$ cat src/rtl/fifo_reader.sv
// Read-side agent for the Z-Buffer sample FIFO: issues pop pulses, captures the
// returned words into a small circular buffer, and streams them out via valid/ready.
module fifo_reader #(
    parameter int DATA_WIDTH   = 16,
    parameter int MEM_LENGTH   = 8,
    parameter int READ_LATENCY = 3,
    parameter int BUF_DEPTH    = 4
) (
    input  logic                  clk,
    input  logic                  reset,
    input  logic                  run,
    input  logic [MEM_LENGTH-1:0] fifo_fill,
    input  logic [DATA_WIDTH-1:0] fifo_rdata,
    output logic                  req_out,
    output logic                  m_valid,
    output logic [DATA_WIDTH-1:0] m_data,
    input  logic                  m_ready,
    output logic                  busy,
    output logic                  ovf_err
);

    localparam int PW = $clog2(BUF_DEPTH);
    localparam int CW = PW + 1;

    typedef enum logic [1:0] {
        IDLE,
        ISSUE,
        GAP
    } state_t;

    state_t                  r_state;
    logic                    r_req_out;
    logic [READ_LATENCY-1:0] r_pipe;
    logic [CW-1:0]           r_count;
    logic [CW-1:0]           r_outst;
    logic [PW-1:0]           r_wr_ptr;
    logic [PW-1:0]           r_rd_ptr;
    logic [DATA_WIDTH-1:0]   r_buf [BUF_DEPTH];
    logic                    r_ovf;

    logic w_credit_ok;
    logic w_issue;
    logic w_cap;
    logic w_acc;
    logic w_full;
    logic w_write;

    // Buffered plus in-flight words must leave room for one more pop.
    assign w_credit_ok = ({1'b0, r_count} + {1'b0, r_outst}) < (CW + 1)'(BUF_DEPTH);
    assign w_issue     = (r_state == ISSUE);
    assign w_cap       = r_pipe[READ_LATENCY-1];
    assign w_acc       = m_valid & m_ready;
    assign w_full      = (r_count == CW'(BUF_DEPTH));
    assign w_write     = w_cap & (~w_full | w_acc);

    assign req_out = r_req_out;
    assign m_valid = (r_count != '0);
    assign m_data  = r_buf[r_rd_ptr];
    assign busy    = (r_state != IDLE) | (r_outst != '0) | m_valid;
    assign ovf_err = r_ovf;

    // GAP needs fill >= 2 since the pop just issued is not yet visible in fifo_fill.
    always_ff @(posedge clk) begin
        if (reset) begin
            r_state   <= IDLE;
            r_req_out <= 1'b0;
        end else begin
            case (r_state)
                IDLE: begin
                    if (run && (fifo_fill != '0) && w_credit_ok) begin
                        r_state   <= ISSUE;
                        r_req_out <= 1'b1;
                    end else begin
                        r_req_out <= 1'b0;
                    end
                end
                ISSUE: begin
                    r_state   <= GAP;
                    r_req_out <= 1'b0;
                end
                GAP: begin
                    if (run && (fifo_fill > MEM_LENGTH'(1)) && w_credit_ok) begin
                        r_state   <= ISSUE;
                        r_req_out <= 1'b1;
                    end else begin
                        r_state   <= IDLE;
                        r_req_out <= 1'b0;
                    end
                end
                default: begin
                    r_state   <= IDLE;
                    r_req_out <= 1'b0;
                end
            endcase
        end
    end

    always_ff @(posedge clk) begin
        if (reset) begin
            r_pipe  <= '0;
            r_outst <= '0;
        end else begin
            r_pipe <= {r_pipe[READ_LATENCY-2:0], w_issue};
            case ({w_issue, w_cap})
                2'b10:   r_outst <= r_outst + CW'(1);
                2'b01:   r_outst <= r_outst - CW'(1);
                default: r_outst <= r_outst;
            endcase
        end
    end

    always_ff @(posedge clk) begin
        if (reset) begin
            r_wr_ptr <= '0;
            r_rd_ptr <= '0;
            r_count  <= '0;
            r_ovf    <= 1'b0;
            for (int unsigned i = 0; i < BUF_DEPTH; i++) begin
                r_buf[i] <= '0;
            end
        end else begin
            if (w_write) begin
                r_buf[r_wr_ptr] <= fifo_rdata;
                r_wr_ptr        <= r_wr_ptr + PW'(1);
            end
            if (w_cap && w_full && !w_acc) begin
                r_ovf <= 1'b1;
            end
            if (w_acc) begin
                r_rd_ptr <= r_rd_ptr + PW'(1);
            end
            case ({w_write, w_acc})
                2'b10:   r_count <= r_count + CW'(1);
                2'b01:   r_count <= r_count - CW'(1);
                default: r_count <= r_count;
            endcase
        end
    end

endmodule

$ cat config.mk
export PLATFORM = sky130hd
export DESIGN_NAME = fifo_reader
export DESIGN_NICKNAME = d
export VERILOG_FILES = /design/src/rtl/fifo_reader.sv
export SDC_FILE = /design/constraint.sdc
export NUM_CORES = 1
export LEC_CHECK = 0
export ABC_AREA = 1
export CORE_MARGIN = 5
export CORE_UTILIZATION = 55
export DETAILED_ROUTE_END_ITERATION = 10
export GPL_TIMING_DRIVEN = 1
export PLACE_DENSITY_LB_ADDON = 0.12
export SLEW_MARGIN = 40
export SYNTH_ARGS = -nofsm -noshare
export SYNTH_HDL_FRONTEND = slang
export SYNTH_SLANG_ARGS = --single-unit
$ cat constraint.sdc
create_clock -name clk -period 3.17 [get_ports clk]
set_input_delay 0.4755 -clock clk [delete_from_list [all_inputs] [get_ports clk]]
set_output_delay 0.4755 -clock clk [all_outputs]
set_load 0.03 [all_outputs]
==> results by group <==
Layout
  • Finished Layout Cells: between 500 and 600
  • Share of layout cells above drive strength 1: about 12%
  • N_diodes: 0
  • Number of nets in the layout: ~470
  • Layout fillers: 556
  • Area Growth Syn to Fin: 20.8%
  • Multi-input gate area: around 1300 µm²
  • Final Util: between 60% and 70%
  • FF/Latch Area: about 2300 µm²

Detailed routing
  • Drt first pass iters: 4
  • Vias: between 2000 and 3000
  • Detailed-route wire length: slightly above 8 mm
  • DRC Markers: 0
  • Wire per inst: between 15 and 20 µm
  • Initial drt markers: around 180
  • Routed Antenna Nets: 0
  • Vias per std cell: between 5 and 6

Timing
  • RSZ-0062 raised after global routing: false
  • Worst rel slew slack: between 50 and 60%
  • Tmin final: between 2000 and 3000 ps
  • Final slew viol count: 0
  • Setup TNS: 0 ps
  • Fin worst setup slack: about 370 ps
  • Worst-Margin Slew: about 660 ps
  • Crit share post-route: 88.5%
  • Skew final: ~5.8 ps
  • Max Fclk: between 0.3 and 0.4 GHz
  • Final setup fails: 0
  • Final Hold Fails: 0

Synthesis
  • Avg Inst Size Synth: slightly above 10 µm²
  • FF+latch count, synth: a little over 80
  • Cell Area, Synth: 3860 µm²
  • Post-Synthesis Cells: 384
  • Yosys warns: 0
  • Post-synth net total: between 400 and 500
  • Area share of the largest cell type after synthesis: roughly half
  • Yosys top cell by area: edfxtp_1
  • Top post-synthesis cells by area: edfxtp_1, dfxtp_1, nor2_1
  • Synth unique cells: 28
  • Part of the Yosys area used for sequential elements: between 50% and 60%

Floorplan
  • Die area: 8800 µm²
  • Die width: 93.8 µm
  • Die Span Y: between 90 and 100 µm
  • I/O Pins: 48
  • Starting Density: a little under three fifths
  • Cell Rows: 30
  • Core ar.: roughly 7000 µm²

Power
  • Leak Pwr: about 1.8 nW
  • Pwr/cell area: roughly 590 nW/µm²
  • Total Power: 0.00274 W
  • VDD IR-drop max: between 300 and 400 µV

CTS
  • Cts repair resizes: 0
  • TritonCTS clock tree: done
  • Clock Latency Late Sink: 350 ps
  • Bufs on Longest Clock Path: 2
  • # hold bufs at CTS: 0
  • CTS Buf Count: 9
  • Clock Sinks: a little over 80
  • Clk root buf: clkbuf_8
  • Depth of the CTS H-tree: 3
  • Post-CTS Setup Inserts: 0
  • Worst-path clk slew: 80 ps

Worst hold path
  • HP Class: register to register

GRT
  • All-Layer GR Usage: 20.7%
  • Gr ovfl total: 0
  • Global-route wire length before repair: about 14 mm
  • Initial antenna violation count: 0
  • Vias in the first global route: 2904
  • Largest net degree at the start of global routing: 33

Setup path
  • Crit-path leading delay family: buffers and inverters
  • CP startpoint kind: register
  • Slowest stage delay, CP: slightly above 700 ps
  • Crit Path Max Fanout: 22
  • CP required: 2690 ps
  • Worst Path Arrival: 2330 ps
  • Critical Path Slowest Stage Cell: clkdlybuf4s50_1
  • Crit-path cells: inv_1 -> buf_4 -> o21ai_0 -> o22ai_1 -> clkdlybuf4s50_1
  • Crit Path Class: register to output pin
  • Worst Setup End Kind: output pin
  • Buffers and inverters on the worst path: 3

Flow run
  • Max Cap Viol: 0

Placement
  • Gpl congestion: about 0.82
  • Port bufs: 47
  • Inst Count DP: 522
  • Pre-CTS setup slack: around 580 ps
  • HPWL Detailed: about 5.3 mm

Run status
  • Status: completed
==> registers in the layout (all words and copies together), names as in the netlist, named ones only <==
name      count
r_buf        64
r_count       3
r_state       2
r_pipe        3
r_outst       3
r_wr_ptr      2
ovf_err       1
r_rd_ptr      2
req_out       1
==> logic make-up after synthesis <==
family / count (synthesis) / synth area share, %
compound gates: 66 / 9.06
flops: 83 / 59.6
simple gates: 154 / 21.0
buf+inv: 75 / 8.06
fa+ha+maj: 6 / 2.33
==> worst reg2reg max path, stage by stage (launching register included) <==
cell     delay, ps
dfxtp_1        380
inv_2           70
nor2_2         140
nand2_4        100
nand2_1        150
ha_1           170
inv_1           60
fa_1           370
or2_2          300
nand2_1         80
nand2_1         50
nand2_1         50
nor2_1          40
==> metrics by stage <==
| stage | hold WS [ps] | area [µm²] |
|---|---|---|
| floorplan | 388 | 3860 |
| CTS | 416 | 4670 |
| finish | 413 | 4670 |
| global placement | 397 | 4450 |
| detailed placement | 403 | 4450 |
| global route | 443 | 4670 |
==> placed cells by master, fill, tap and decap left out, types with 4 or more instances in the layout <==
cell,instances
nor2_8,9
buf_4,11
clkdlybuf4s50_1,47
o21ai_0,38
a21oi_1,8
inv_1,46
nand3_1,5
dfxtp_1,18
inv_2,10
nand2_1,17
nor2_1,95
o21ai_1,4
ha_1,4
clkbuf_8,9
edfxtp_1,64
o22ai_1,16
nor3_1,17
==> cell usage after synthesis <==
cell type / count
o21ai_1: 1
o22ai_1: 16
dfxtp_1: 19
or2_2: 2
nor2_1: 95
nand3_1: 5
nand2_1: 17
nand2_4: 1
clkbuf_1: 10
clkinv_1: 2
fa_1: 2
ha_1: 4
nor3_1: 17
nor2_8: 9
edfxtp_1: 64
nand4_1: 2
nand4_4: 1
buf_2: 4
inv_2: 10
a21oi_1: 8
nand3_4: 1
buf_6: 1
buf_12: 1
inv_1: 46
nor2_2: 3
clkinv_2: 1
o21ai_0: 41
nor4_1: 1
==> final timing paths <==
kind	startpoint	endpoint	slack (ps)	cells past startpoint
max	register	m_data[7]	370	5
min reg2reg	r_pipe[0]	r_pipe[1]	410	2
min	r_pipe[0]	r_pipe[1]	410	2
max reg2reg	r_count[2]	r_count[2]	1100	12
==> routing by layer <==
metal,track usage [%],part of all wire (%)
met5,0,0
met3,3.13,5.1
met4,9.99,2.5
met2,36.1,53
met1,24.8,40
==> where the power goes <==
group	internal (W)	total (W)	leakage, nW	switching, W
clock network	0.000441	0.000822	0.103	0.000381
logic	0.000248	0.000664	0.923	0.000415
registers	0.00122	0.00125	0.816	0.0000275
==> final cells by class <==
cell class              count  area share (%)
clock buffers               9            2.65
clock inverters             7            1.98
inverters                  59            4.77
multi-input cells         226            26.8
flip-flops and latches     83            49.4
well taps                  96            2.57
repair buffers             58            11.8
(Power assumes the default switching activity.)
